==> config.mk <==
export PLATFORM = sky130hd
export DESIGN_NAME = reset_sequencer_flat
export DESIGN_NICKNAME = d
export VERILOG_FILES = /design/src/rtl/reset_sequencer_if.sv /design/src/rtl/reset_sequencer.sv /design/src/flat_wrapper.sv
export SDC_FILE = /design/constraint.sdc
export NUM_CORES = 1
export LEC_CHECK = 0
export CORE_ASPECT_RATIO = 0.9
export CORE_MARGIN = 8
export CORE_UTILIZATION = 47
export CTS_BUF_LIST = sky130_fd_sc_hd__clkbuf_2 sky130_fd_sc_hd__clkbuf_4 sky130_fd_sc_hd__clkbuf_8
export CTS_CLUSTER_SIZE = 25
export DETAILED_ROUTE_END_ITERATION = 8
export PLACE_DENSITY = 0.69
export SLEW_MARGIN = 20
export SYNTH_ARGS = -nofsm -noshare
export SYNTH_HDL_FRONTEND = slang
export SYNTH_SLANG_ARGS = --single-unit
==> constraint.sdc <==
create_clock -name CLK -period 2.8 [get_ports CLK]
set_input_delay 0.84 -clock CLK [delete_from_list [all_inputs] [get_ports CLK]]
set_output_delay 0.84 -clock CLK [all_outputs]
set_load 0.02 [all_outputs]
==> src/rtl/reset_sequencer_if.sv <==
// Sequencer-facing bundle: soft-reset request in, ordered active-low resets and DONE out.
// Build option RST_SEQ_PLL_LOCK_EN adds the LOCKED input from the clock generator.
interface reset_sequencer_if #(
  parameter int NUM_OUT = 4
);
  logic               SW_RST_REQ;
  logic [NUM_OUT-1:0] OUT_RST_N;
  logic               DONE;
`ifdef RST_SEQ_PLL_LOCK_EN
  logic               LOCKED;

  modport master (input SW_RST_REQ, input LOCKED, output OUT_RST_N, output DONE);
  modport slave  (output SW_RST_REQ, output LOCKED, input OUT_RST_N, input DONE);
`else
  modport master (input SW_RST_REQ, output OUT_RST_N, output DONE);
  modport slave  (output SW_RST_REQ, input OUT_RST_N, input DONE);
`endif
endinterface

==> src/rtl/reset_sequencer.sv <==
// Ordered reset release: bit k rises HOLD_CYCLES + k*GAP_CYCLES edges after the last request, DONE one edge later.
// Build option RST_SEQ_PLL_LOCK_EN gates the sequence on a two-flop synchronised LOCKED input.
module reset_sequencer #(
  parameter int NUM_OUT     = 4,
  parameter int HOLD_CYCLES = 16,
  parameter int GAP_CYCLES  = 8,
  parameter int CNT_W       = 16
) (
  input  logic                 CLK,
  input  logic                 RST_N,
  reset_sequencer_if.master    bus
);

  localparam int IDX_W = $clog2(NUM_OUT + 1);
  localparam logic [CNT_W-1:0]   HOLD_LAST = CNT_W'(HOLD_CYCLES - 1);
  localparam logic [CNT_W-1:0]   GAP_LAST  = CNT_W'(GAP_CYCLES - 1);
  localparam logic [IDX_W-1:0]   LAST_IDX  = IDX_W'(NUM_OUT - 1);
  localparam logic [NUM_OUT-1:0] ONE       = NUM_OUT'(1);

  typedef enum logic [1:0] {ST_HOLD, ST_RELEASE, ST_RUN} state_t;

  state_t             state;
  logic [CNT_W-1:0]   cnt;
  logic [IDX_W-1:0]   idx;
  logic [NUM_OUT-1:0] out_q;
  logic               done_q;
  logic               lock_ok;
  logic               req;

`ifdef RST_SEQ_PLL_LOCK_EN
  logic [1:0] lock_sync;

  always_ff @(posedge CLK or negedge RST_N) begin
    if (!RST_N) begin
      lock_sync <= 2'b00;
    end else begin
      lock_sync <= {lock_sync[0], bus.LOCKED};
    end
  end

  assign lock_ok = lock_sync[1];
`else
  assign lock_ok = 1'b1;
`endif

  // Lost lock behaves like a held request: in HOLD it just pins cnt at 0.
  assign req = bus.SW_RST_REQ | ~lock_ok;

  always_ff @(posedge CLK or negedge RST_N) begin
    if (!RST_N) begin
      state  <= ST_HOLD;
      cnt    <= '0;
      idx    <= '0;
      out_q  <= '0;
      done_q <= 1'b0;
    end else if (req) begin
      state  <= ST_HOLD;
      cnt    <= '0;
      idx    <= '0;
      out_q  <= '0;
      done_q <= 1'b0;
    end else begin
      case (state)
        ST_HOLD: begin
          if (cnt == HOLD_LAST) begin
            out_q <= ONE;
            cnt   <= '0;
            idx   <= IDX_W'(1);
            state <= (NUM_OUT == 1) ? ST_RUN : ST_RELEASE;
          end else begin
            cnt <= cnt + 1'b1;
          end
        end
        ST_RELEASE: begin
          if (cnt == GAP_LAST) begin
            // Bits release strictly in index order, so shifting in a one sets bit idx.
            out_q <= (out_q << 1) | ONE;
            cnt   <= '0;
            idx   <= idx + 1'b1;
            if (idx == LAST_IDX) begin
              state <= ST_RUN;
            end
          end else begin
            cnt <= cnt + 1'b1;
          end
        end
        ST_RUN: begin
          done_q <= 1'b1;
        end
        default: begin
          state <= ST_HOLD;
        end
      endcase
    end
  end

  assign bus.OUT_RST_N = out_q;
  assign bus.DONE      = done_q;

endmodule

==> src/flat_wrapper.sv <==
// flat-port wrapper written by rule: the top's interface ports become plain ports
module reset_sequencer_flat 
#(
  parameter int NUM_OUT     = 4,
  parameter int HOLD_CYCLES = 16,
  parameter int GAP_CYCLES  = 8,
  parameter int CNT_W       = 16
)
  (CLK, RST_N, bus_SW_RST_REQ, bus_OUT_RST_N, bus_DONE);
  reset_sequencer_if #(.NUM_OUT(NUM_OUT)) bus_i ();
  input  logic CLK;
  input  logic RST_N;
  input wire logic [$bits(bus_i.SW_RST_REQ)-1:0] bus_SW_RST_REQ;
  output wire logic [$bits(bus_i.OUT_RST_N)-1:0] bus_OUT_RST_N;
  output wire logic [$bits(bus_i.DONE)-1:0] bus_DONE;
  assign bus_i.SW_RST_REQ = bus_SW_RST_REQ;
  assign bus_OUT_RST_N = bus_i.OUT_RST_N;
  assign bus_DONE = bus_i.DONE;
  reset_sequencer #(.NUM_OUT(NUM_OUT), .HOLD_CYCLES(HOLD_CYCLES), .GAP_CYCLES(GAP_CYCLES), .CNT_W(CNT_W)) u_core (.CLK(CLK), .RST_N(RST_N), .bus(bus_i));
endmodule
# Yosys cells after proc, flatten, opt, wreduce, memory -nomap -nowiden
# Cells that the tools add are included.
dict set report op_classes {
  n_lt_le_gt_ge 0
  n_addsub 2
  reduce_logical 5
  mux 19
  eq_ne 9
  multipliers 0
  bitwise 0
  shift 0
  n_div 0
}
# op count
set op_table {}
lappend op_table {{two-way mux 16 bit} 3}
lappend op_table {{one-hot mux 16 bit (2 select lines)} 1}
lappend op_table {{adder 16 x 1 -> 16 bit, second input constant} 1}
lappend op_table {{== test 16 x 3 -> 1 bit, second input constant} 1}
lappend op_table {{== test 16 x 4 -> 1 bit, second input constant} 1}
lappend op_table {{two-way mux 4 bit} 3}
lappend op_table {{two-way mux 3 bit} 3}
lappend op_table {{inequality test 3 x 2 -> 1 bit, second input constant} 3}
lappend op_table {{two-way mux 2 bit} 4}
lappend op_table {{one-hot mux 4 bit (2 select lines)} 1}
lappend op_table {{one-hot mux 2 bit (3 select lines)} 1}
lappend op_table {{one-hot mux 3 bit (2 select lines)} 1}
lappend op_table {{AND reduction 4 bit} 1}
lappend op_table {{adder 3 x 1 -> 3 bit, second input constant} 1}
lappend op_table {{== test 3 x 2 -> 1 bit, second input constant} 1}
lappend op_table {{AND reduction 3 bit} 1}
lappend op_table {{nonzero test 3 bit} 1}
lappend op_table {{== test 2 x 1 -> 1 bit, second input constant} 1}
lappend op_table {{== test 2 bit, second input constant} 1}
lappend op_table {{zero test 2 bit} 1}
lappend op_table {{two-way mux 1 bit} 2}
lappend op_table {{inequality test 2 bit, second input constant} 1}
lappend op_table {{nonzero test 2 bit} 1}
dict set report totals {
  mem_bits_rw 0
  regBits 26
  latch_bits 0
  mem_count 0
  mem_bits_ro 0
  out_inout_bits 5
}

# Depth between registers and ports, before layout
# Gate-level depths: netlist (run 1).
dict set report logic_depth {
  word_depth 5
  ltp_mapped 6
  ltp_nobuf 5
}

# Least setup slack after synthesis (run 1)
# No wires, ideal clock.
dict set report synth_path {
  path_type {input-to-reg}
  start {in bus_SW_RST_REQ}
  end {reg u_core.cnt[15]}
  t_arrival_ns 1.851
  cell_stages 5
  n_path_buf 1
  path_slack_ns 0.871
  cell_sequence {nor2b_1 > or2_0 > clkbuf_1 > or4_1 > a21oi_1}
}
dict set report synth_between {
  elab_chain_len 1
}
# item line_no
set synth_rtl {}
lappend synth_rtl {{start: declaration} flat_wrapper.sv:13} ;# input wire logic [$bits(bus_i.SW_RST_REQ)-1:0] bus_SW_RST_REQ;
lappend synth_rtl {{nonzero test 3 bit (no source line) / two-way mux 16 bit (equally long branches)} -}
lappend synth_rtl {{end signal: assignment} reset_sequencer.sv:71} ;# cnt <= cnt + 1'b1;
lappend synth_rtl {{end signal: assignment} reset_sequencer.sv:84} ;# cnt <= cnt + 1'b1;
lappend synth_rtl {{end: declaration} reset_sequencer.sv:23} ;# logic [CNT_W-1:0] cnt;
# Parallel ways exist; a longest one is shown, timed or not.
# A chain may end at the register's enable or synchronous reset.

# Worst setup path after layout (run 1)
dict set report layout_path {
  start {reg u_core.out_q[1] (netlist: u_core.bus.OUT_RST_N[1])}
  end {out bus_OUT_RST_N[1]}
}
# item line_no
set layout_lines {}
lappend layout_lines {{start: declaration} reset_sequencer.sv:25} ;# logic [NUM_OUT-1:0] out_q;
lappend layout_lines {{start signal: assignment} reset_sequencer.sv:77} ;# out_q <= (out_q << 1) | ONE;
lappend layout_lines {{end: declaration} flat_wrapper.sv:14} ;# output wire logic [$bits(bus_i.OUT_RST_N)-1:0] bus_OUT_RST_N;
# No word-level cell between the ends.

==> reports/summary.md, run 1 <==
Critical path
* arrival time of data at the critical path endpoint: 1.33 ns
* Crit Path Class: reg -> out
* Top delay family on crit path: buffers and inverters
* crit-path max cell delay: 0.62 ns
* data required time at the worst endpoint: 1.96 ns
* Crit. End Element: output port
* list of cells traversed by the critical path: clkdlybuf4s50_1
* critical path startpoint category: flip-flop
* CP max FO: 3
* CP max stage cell: sky130_fd_sc_hd__clkdlybuf4s50_1
* Buffers & Inverters on Critical Path: 1
* launching instance or port of the critical path: u_core.bus.OUT_RST_N[1]
* FF-to-FF Start: u_core.state[1]

Clock tree
* CTS Buf Count: 3
* Clock Sinks: 26
* total of cells resized after clock tree synthesis: 0
* clock-pin slew on the worst setup and hold paths: 0.13 ns
* CTS tree: yes
* cts hold-fix bufs: 0
* clock root buffer: sky130_fd_sc_hd__clkbuf_4
* clock tree buffer depth: 2
* count of buffers added by post-CTS timing repair for setup: 0
* H-tree depth: 1
* insertion delay of the later-clocked pin in the worst-skew pair: 0.32 ns

Global route
* wire length of the first global-routing pass: 5080 um
* routing usage on met3: 0.0376
* pin count of the biggest net entering global routing: 27
* met1 Use GR: 0.158
* initial antenna violation count: 0
* overflow left after global routing: 0
* global-route total usage across every layer: 0.130
* met2 layer usage reported by global route: 0.218
* number of global-route vias before repair: 1,075
* GR peak layer: met2

STA
* share of the cycle needed by the critical path after routing: 0.775
* RSZ-0062 raised after global routing: no
* number of pins with negative max-slew slack in the final report: 0
* setup clock skew after layout: 0.00667 ns
* Relative slew margins: 0.376
* post-layout minimum cycle time: 2.17 ns
* worst hold slack: 0.528 ns
* worst-margin pin slew: 0.929 ns
* Finish-stage setup viols: 0
* worst setup slack after layout: 0.629 ns
* maximum achievable frequency: 0.461 GHz
* final total negative setup slack: 0 ns
* hold violation total from the final report: 0

Routing
* post-detailed-route wirelength per cell: 14.9 um
* via count: 1,150
* number of nets still failing antenna checks after routing: 0
* DRC viols: 0
* Detailed Routing Iterations Pass 1: 4
* mean number of vias per cell: 5.78
* DRC marker count from the first detailed-route iteration: 43
* detailed-route wire length: 2970 um

Yosys
* count of yosys warnings during synthesis: 0
* Avg Inst Size Synth: 9.41 um2
* Top FF cell, synth: sky130_fd_sc_hd__dfrtp_1
* number of cells produced by synthesis: 153
* syn_nets: 159
* number of different library cells in the post-synthesis netlist: 39
* register area share after synthesis: 0.452
* Post-synth EDFFs: 0
* register bit count reported by yosys: 26
* cell area after synthesis: 1440 um2
* Synth async-reset ratio: 1.00

Die
* core region area: 3000 um2
* DIE WIDTH: 74.4 um
* num rows: 19
* I/O pins: 8
* die height: 68.5 um
* effective utilization at floorplan: 0.481
* overall die area: 5090 um2

Placement
* DP Worst Slack: 0.314 ns
* count of input and output buffers: 7
* global placer's final weighted congestion: 0.832
* placed wire-length estimate after detailed placement: 2050 um

Min path
* launch instance of the worst min-delay path: u_core.bus.DONE
* class of the worst hold path: reg -> reg

Final layout
* Net count, final: 165
* area added between synthesis and finish: 8.95%
* Antenna Diode Count: 0
* share of layout cells above drive strength 1: 0.0701

Power and ir drop
* Pleak: 0.567 nW
* total power of the final layout: 0.574 mW
* largest voltage drop on the vdd net: 0.272 mV
* power per cell area: 366 nW/um2

Outcome
* run status: complete, no violations

Run
* number of max-cap violations: 0

## where the power goes
group          internal [mW]  switching (mW)
clock                 0.0506           0.108
sequential             0.379         0.00557
combinational         0.0111          0.0198
## cell usage in the layout (no fill, tap or decap), types with 2 or more instances in the layout
master / n
sky130_fd_sc_hd__clkbuf_4: 3
sky130_fd_sc_hd__buf_4: 3
sky130_fd_sc_hd__xor2_1: 2
sky130_fd_sc_hd__ha_1: 3
sky130_fd_sc_hd__o21ai_0: 2
sky130_fd_sc_hd__nor2b_1: 4
sky130_fd_sc_hd__nand3_1: 2
sky130_fd_sc_hd__nor3_1: 4
sky130_fd_sc_hd__nand4_1: 5
sky130_fd_sc_hd__or4_1: 7
sky130_fd_sc_hd__o31ai_1: 7
sky130_fd_sc_hd__nand2_1: 13
sky130_fd_sc_hd__or3_1: 2
sky130_fd_sc_hd__inv_1: 6
sky130_fd_sc_hd__xnor2_1: 10
sky130_fd_sc_hd__dfrtp_1: 26
sky130_fd_sc_hd__nor2_1: 11
sky130_fd_sc_hd__nor4_1: 7
sky130_fd_sc_hd__a21oi_1: 15
sky130_fd_sc_hd__clkdlybuf4s50_1: 7
## tightest hold or removal path, cell delays in order (launching register included)
cell and delay (ns):
sky130_fd_sc_hd__dfrtp_1 0.40, sky130_fd_sc_hd__inv_1 0.05, sky130_fd_sc_hd__a21oi_1 0.05
## Yosys cell counts, types with 2 or more instances
| library cell | instances | share of area |
|---|---|---|
| sky130_fd_sc_hd__dfrtp_1 | 26 | 0.45 |
| sky130_fd_sc_hd__a21oi_1 | 15 | 0.052 |
| sky130_fd_sc_hd__nand2_1 | 13 | 0.034 |
| sky130_fd_sc_hd__nor2_1 | 11 | 0.029 |
| sky130_fd_sc_hd__xnor2_1 | 10 | 0.061 |
| sky130_fd_sc_hd__nor4_1 | 7 | 0.030 |
| sky130_fd_sc_hd__o31ai_1 | 7 | 0.036 |
| sky130_fd_sc_hd__or4_1 | 7 | 0.036 |
| sky130_fd_sc_hd__inv_1 | 6 | 0.016 |
| sky130_fd_sc_hd__clkbuf_1 | 5 | 0.013 |
| sky130_fd_sc_hd__nand4_1 | 5 | 0.022 |
| sky130_fd_sc_hd__nor2b_1 | 4 | 0.017 |
| sky130_fd_sc_hd__nor3_1 | 4 | 0.014 |
| sky130_fd_sc_hd__ha_1 | 3 | 0.026 |
| sky130_fd_sc_hd__buf_1 | 2 | 0.0052 |
| sky130_fd_sc_hd__nand3_1 | 2 | 0.0070 |
| sky130_fd_sc_hd__o21ai_0 | 2 | 0.0070 |
| sky130_fd_sc_hd__or3_1 | 2 | 0.0087 |
| sky130_fd_sc_hd__xor2_1 | 2 | 0.012 |
## metal layers
| metal | part of all wire | vias to the layer above |
|---|---|---|
| li1 | - | 562 |
| met1 | 0.46 | 567 |
| met2 | 0.49 | 17 |
| met3 | 0.039 | 4 |
| met4 | 0.0084 | 0 |
| met5 | 0 | - |
## kinds of logic (layout without fill, tap and decap cells)
logic type | after synthesis | after routing | synth area share
AO/OA/AOI/OAI | 31 | 31 | 0.141
XOR/XNOR | 12 | 12 | 0.0730
adder cells (fa/ha/maj) | 3 | 3 | 0.0261
buffers and inverters | 15 | 19 | 0.0426
flip-flops | 26 | 26 | 0.452
AND/OR/NAND/NOR | 66 | 66 | 0.266
## through the flow
| step | util | instances | area (um2) |
|---|---|---|---|
| after global placement | 0.516 | 196 | 1550 |
| after CTS | 0.524 | 199 | 1570 |
| final | 0.524 | 199 | 1570 |
| after global routing | 0.524 | 199 | 1570 |
| after floorplan | - | 153 | 1440 |
| after detailed placement | 0.516 | 196 | 1550 |
## flip-flops by register name (all words and copies together), names as in the netlist
name and flops:
u_core.bus.OUT_RST_N 4, u_core.idx 3, u_core.bus.DONE 1, u_core.cnt 16
u_core.state 2
## layout make-up
class,instances,area [um2]
repair buffers,10,92.6
fillers,293,1430
well taps,42,52.6
clock buffers,3,22.5
inverters,6,22.5
flip-flops and latches,26,651
multi-input cells,112,728
## worst paths after layout
check | endpoint | cells past startpoint | slack, ns
setup reg to reg | u_core.cnt[15] | 4 | 0.77
hold reg to reg | u_core.bus.DONE | 2 | 0.53
hold / removal | u_core.bus.DONE | 2 | 0.53
max in group asynchronous | u_core.cnt[1] | 2 | 1.68
min in group asynchronous | u_core.cnt[15] | 2 | 0.87
setup / recovery | bus_OUT_RST_N[1] | 1 | 0.63
(Power assumes the default switching activity.)
==> run 2, diff against run 1 <==
PLACE_DENSITY = 0.72   (was 0.69)
clock period = 1.85 ns   (was 2.8 ns; I/O delays follow)
==> run 2 against run 1 <==
Sequential power rose by 51%. Combinational power rose by 100%. First-iteration DRC count rose by 51%. Critical endpoint is now u_core.cnt[15]. Highest routed layer unchanged.
==> reports/summary.md, run 2 (synthesis results as in run 1) <==
Min path
* class of the worst hold path: reg -> reg
* end of the worst hold path: u_core.bus.DONE
* launch instance of the worst min-delay path: u_core.bus.DONE
* instance count along the most critical hold path: 2

Clock tree
* CTS Buf Count: 3
* insertion delay of the later-clocked pin in the worst-skew pair: 0.33 ns
* clock root buffer: sky130_fd_sc_hd__clkbuf_4
* H-tree depth: 1
* clock tree buffer depth: 2
* clock-pin slew on the worst setup and hold paths: 0.15 ns
* Clock Sinks: 26
* cts hold-fix bufs: 0
* CTS tree: yes

STA
* setup clock skew after layout: 0.00121 ns
* hold violation total from the final report: 0
* Relative slew margins: 0.488
* worst hold slack: 0.516 ns
* maximum achievable frequency: 0.549 GHz
* Finish-stage setup viols: 0
* RSZ-0062 raised after global routing: yes
* share of the cycle needed by the critical path after routing: 0.984
* final total negative setup slack: 0 ns
* worst-margin pin slew: 0.763 ns
* post-layout minimum cycle time: 1.82 ns
* worst setup slack after layout: 0.0293 ns
* number of pins with negative max-slew slack in the final report: 0

Final layout
* register with the most flip-flops: u_core.cnt
* share of layout cells above drive strength 1: 0.240
* Largest register FFs: 16
* non-filler instance count after layout: 221
* most common cell after layout, fill and taps aside: sky130_fd_sc_hd__dfrtp_1
* Core Util, Final: 0.596
* Net count, final: 186
* leading cell types in the layout, fill and taps excluded: sky130_fd_sc_hd__dfrtp_1, sky130_fd_sc_hd__buf_4, sky130_fd_sc_hd__nand2_1
* Antenna Diode Count: 0
* area added between synthesis and finish: 24.0%

Outcome
* run status: complete, no violations

Global route
* initial antenna violation count: 0
* global-route total usage across every layer: 0.140
* overflow left after global routing: 0
* number of global-route vias before repair: 1,222
* pin count of the biggest net entering global routing: 27
* wire length of the first global-routing pass: 5530 um

Critical path
* data required time at the worst endpoint: 2.11 ns
* FF-to-FF Start: u_core.cnt[14]
* RR Endpoint: u_core.bus.OUT_RST_N[2]
* FF-to-FF setup slack: 0.04 ns
* arrival time of data at the critical path endpoint: 2.08 ns
* Crit Path Class: in -> reg
* Crit. End Element: flip-flop
* Worst R2R Path Depth: 5
* critical path startpoint category: input port
* CP max FO: 4

Power and ir drop
* Pleak: 0.716 nW
* largest voltage drop on the vdd net: 0.312 mV
* power per cell area: 529 nW/um2

Placement
* global placer's final weighted congestion: 0.836
* placed wire-length estimate after detailed placement: 2340 um
* Inst Count DP: 214
* count of input and output buffers: 7
* DP Worst Slack: -0.335 ns

Die
* I/O pins: 8
* num rows: 19
* overall die area: 5090 um2
* DIE WIDTH: 74.4 um
* die height: 68.5 um
* core region area: 3000 um2
* effective utilization at floorplan: 0.481

Routing
* via count: 1,275
* mean number of vias per cell: 5.77
* Detailed Routing Iterations Pass 1: 4
* detailed-route wire length: 3370 um
* post-detailed-route wirelength per cell: 15.2 um
* DRC marker count from the first detailed-route iteration: 65
* DRC viols: 0
* number of nets still failing antenna checks after routing: 0

Run
* number of max-cap violations: 0

## run 2: worst max-delay path, cell delays in order
cell	delay [ns]
sky130_fd_sc_hd__clkdlybuf4s50_1	0.48
sky130_fd_sc_hd__nor2b_1	0.09
sky130_fd_sc_hd__or2_1	0.28
sky130_fd_sc_hd__or4_1	0.51
sky130_fd_sc_hd__a21oi_1	0.17
## run 2: worst max-delay path by stage
stage / startpoint / end / slack (ns) / cells after the start
6_report: bus_SW_RST_REQ / u_core.cnt[15] / 0.03 / 5
5_1_grt: u_core.cnt[14] / u_core.bus.OUT_RST_N[1] / -0.05 / 6
3_3_place_gp: bus_SW_RST_REQ / u_core.cnt[15] / -0.27 / 5
3_5_place_dp: bus_SW_RST_REQ / u_core.cnt[15] / -0.34 / 5
4_1_cts: bus_SW_RST_REQ / u_core.cnt[15] / 0.02 / 5
2_1_floorplan: u_core.cnt[0] / u_core.state[1] / 0.19 / 5
## run 2: metrics by stage
step	total power [mW]	instance area (um2)
3_3_place_gp	0.649	1680
4_1_cts	0.945	1720
5_1_grt	0.970	1790
6_report	0.944	1790
3_5_place_dp	0.651	1680
2_1_floorplan	0.616	1440
## run 2: routing by layer
| metal | part of all wire | GRT usage | vias up |
|---|---|---|---|
| li1 | - | - | 604 |
| met1 | 0.46 | 0.169 | 637 |
| met2 | 0.49 | 0.230 | 28 |
| met3 | 0.038 | 0.0303 | 6 |
| met4 | 0.018 | 0.0756 | 0 |
| met5 | 0 | 0 | - |
## run 2: report_power, final
| part | leakage (nW) | internal (mW) | switching [mW] | total (mW) |
|---|---|---|---|---|
| logic | 0.336 | 0.0247 | 0.0372 | 0.0619 |
| clock network | 0.0210 | 0.121 | 0.181 | 0.302 |
| registers | 0.359 | 0.574 | 0.00639 | 0.580 |
| total | 0.716 | 0.719 | 0.225 | 0.944 |
## run 2: layout make-up
class	instances	area [um2]
clock buffer	4	36.3
inverter	6	22.5
sequential	26	652
timing repair buffer	31	249
multi-input combinational	112	773
fill	268	1210
tap	42	52.6
## run 2: what timing repair did
item | CTS | global route
setup endpoints to repair | 7 | 12
pin swaps | 0 | 13
gates resized for setup | 6 | 13
buffers inserted | 0 | 2
gates cloned | 0 | 1
==> run 3, diff against run 2 <==
--- a/config.mk
+++ b/config.mk
@@ -6,11 +6,13 @@
 export NUM_CORES = 1
 export LEC_CHECK = 0
+export CELL_PAD_IN_SITES_DETAIL_PLACEMENT = 1
+export CELL_PAD_IN_SITES_GLOBAL_PLACEMENT = 2
 export CORE_ASPECT_RATIO = 0.9
 export CORE_MARGIN = 8
-export CORE_UTILIZATION = 47
+export CORE_UTILIZATION = 35
 export CTS_BUF_LIST = sky130_fd_sc_hd__clkbuf_2 sky130_fd_sc_hd__clkbuf_4 sky130_fd_sc_hd__clkbuf_8
 export CTS_CLUSTER_SIZE = 25
 export DETAILED_ROUTE_END_ITERATION = 8
-export PLACE_DENSITY = 0.72
+export PLACE_DENSITY = 0.81
 export SLEW_MARGIN = 20
 export SYNTH_ARGS = -nofsm -noshare
==> constraint.sdc (replaced) <==
create_clock -name CLK -period 1.85 [get_ports CLK]
set_input_delay 0.37 -clock CLK [delete_from_list [all_inputs] [get_ports CLK]]
set_output_delay 0.37 -clock CLK [all_outputs]
set_load 0.02 [all_outputs]
==> run 3 against run 2 <==
The run now ends with setup timing left. Total power is 9.1% higher. Sequential power hardly changed. Via count is 1.7% higher. Die area is 26% higher. Critical path type is now reg -> reg. Largest cell class unchanged.
==> reports/summary.md, run 3 (synthesis results as in run 1) <==
Clock tree
* insertion delay of the later-clocked pin in the worst-skew pair: 0.27 ns
* CTS Buf Count: 3
* clock tree buffer depth: 2
* cts hold-fix bufs: 0
* CTS tree: yes
* H-tree depth: 1
* clock root buffer: sky130_fd_sc_hd__clkbuf_8
* clock-pin slew on the worst setup and hold paths: 0.09 ns
* Clock Sinks: 26

STA
* post-layout minimum cycle time: 1.90 ns
* number of pins with negative max-slew slack in the final report: 0
* worst setup slack after layout: -0.0469 ns
* Finish-stage setup viols: 11
* RSZ-0062 raised after global routing: yes
* share of the cycle needed by the critical path after routing: 1.03
* worst-margin pin slew: 0.464 ns
* hold violation total from the final report: 0
* setup clock skew after layout: 0.00257 ns
* worst hold slack: 0.470 ns
* Relative slew margins: 0.688
* maximum achievable frequency: 0.527 GHz

Final layout
* Net count, final: 193
* most common cell after layout, fill and taps aside: sky130_fd_sc_hd__buf_4
* area added between synthesis and finish: 36.2%
* fin area: 1960 um2
* Antenna Diode Count: 0
* non-filler instance count after layout: 234
* leading cell types in the layout, fill and taps excluded: sky130_fd_sc_hd__buf_4, sky130_fd_sc_hd__dfrtp_1, sky130_fd_sc_hd__nand2_1
* register with the most flip-flops: u_core.cnt
* share of layout cells above drive strength 1: 0.349
* Layout fillers: 449
* Largest register FFs: 16

Critical path
* FF-to-FF Start: u_core.cnt[14]
* critical path startpoint category: flip-flop
* Crit Path Class: reg -> reg
* list of cells traversed by the critical path: nor4_4 > buf_4 > nand4_1 > buf_4 > buf_6 > o31ai_4 > buf_6 > a21oi_2
* data required time at the worst endpoint: 2.00 ns
* CP max stage cell: sky130_fd_sc_hd__dfrtp_2
* CP max FO: 6
* launching instance or port of the critical path: u_core.cnt[14]
* crit-path max cell delay: 0.44 ns
* arrival time of data at the critical path endpoint: 2.05 ns
* Crit. End Element: flip-flop

Placement
* placed inst area: 1720 um2
* DP Worst Slack: -0.0837 ns
* Inst Count DP: 224
* global placer's final weighted congestion: 0.798
* count of input and output buffers: 7
* placed wire-length estimate after detailed placement: 2700 um

Routing
* DRC marker count from the first detailed-route iteration: 21
* DRC viols: 0
* detailed-route wire length: 4070 um
* post-detailed-route wirelength per cell: 17.4 um
* number of nets still failing antenna checks after routing: 0
* Detailed Routing Iterations Pass 1: 4
* mean number of vias per cell: 5.54
* via count: 1,297

Global route
* wire length of the first global-routing pass: 6670 um
* global-route total usage across every layer: 0.122
* number of global-route vias before repair: 1,395
* overflow left after global routing: 0
* initial antenna violation count: 0
* pin count of the biggest net entering global routing: 27

Outcome
* violations in the final reports: setup timing
* run status: finished with violations

Die
* overall die area: 6430 um2
* num rows: 22
* core region area: 4020 um2
* DIE WIDTH: 83.6 um
* I/O pins: 8
* effective utilization at floorplan: 0.358
* die height: 76.9 um

Power and ir drop
* Pleak: 0.744 nW
* largest voltage drop on the vdd net: 0.361 mV
* power per cell area: 525 nW/um2

Min path
* class of the worst hold path: in -> async

Run
* number of max-cap violations: 0

run 3: cell types whose count changed in the layout (fill, tap and decap cells not counted), moves of 4 or more:
cell / previous run / this run
sky130_fd_sc_hd__a21oi_2: 4 / 8
sky130_fd_sc_hd__dlygate4sd2_1: 5 / 0
sky130_fd_sc_hd__a21oi_1: 11 / 7
sky130_fd_sc_hd__o31ai_1: 7 / 2
sky130_fd_sc_hd__clkdlybuf4s50_1: 2 / 7
sky130_fd_sc_hd__buf_4: 21 / 28
run 3: area by class of cell:
cell class                      instances  area, um2  area share
Tap cell                               48       60.1      0.0306
Clock buffer                            4       55.1      0.0281
Sequential cell                        26        652       0.332
Multi-Input combinational cell        112        858       0.438
Timing Repair Buffer                   38        314       0.160
Inverter                                6       22.5      0.0115
run 3: what timing repair did:
action	4_1_cts	5_1_grt
setup buffers	2	4
cloned	0	1
pin swaps	2	15
endpoints found under the setup margin	11	14
gates resized for setup	3	30
endpoints found under the hold margin	0	0
run 3: worst paths after layout:
kind                              endpoint  slack (ns)  depth (start not counted)
max reg2reg                 u_core.cnt[11]       -0.05                          8
max                         u_core.cnt[11]       -0.05                          8
min in group CLK           u_core.bus.DONE        0.52                          2
min reg2reg                u_core.bus.DONE        0.52                          2
max in group asynchronous   u_core.cnt[14]        1.10                          2
min                         u_core.cnt[15]        0.47                          2
run 3: worst max-delay path, delay by kind of cell, from the launching register on:
family                 cells  cell delay [ns]
flip-flops                 1             0.44
AO/OA/AOI/OAI              2             0.20
AND/OR/NAND/NOR            2             0.47
buffers and inverters      4             0.66
run 3: report_power, final:
| part | switching (mW) | internal (mW) | leakage, nW | total, mW |
|---|---|---|---|---|
| sequential | 0.00362 | 0.573 | 0.359 | 0.577 |
| combinational | 0.0453 | 0.0291 | 0.356 | 0.0744 |
| clock | 0.188 | 0.190 | 0.0288 | 0.379 |
run 3: routing by layer:
| layer | share of wire | vias to the layer above | track usage | routed length, um |
|---|---|---|---|---|
| met1 | 0.44 | 656 | 0.150 | 1800 |
| met2 | 0.52 | 14 | 0.210 | 2110 |
| met4 | 0.010 | 0 | 0.0224 | 41 |
| met5 | 0 | - | 0 | 0 |
| met3 | 0.027 | 4 | 0.0296 | 109 |
| li1 | - | 623 | - | - |
run 3: stage by stage:
step / power, mW / utilization / setup TNS [ns]
finish: 1.03 / 0.488 / -0.306
global route: 1.07 / 0.488 / -1.64
CTS: 1.04 / 0.449 / -0.287
detailed placement: 0.656 / 0.428 / -0.580
global placement: 0.653 / 0.428 / -0.255
floorplan: 0.616 / - / 0
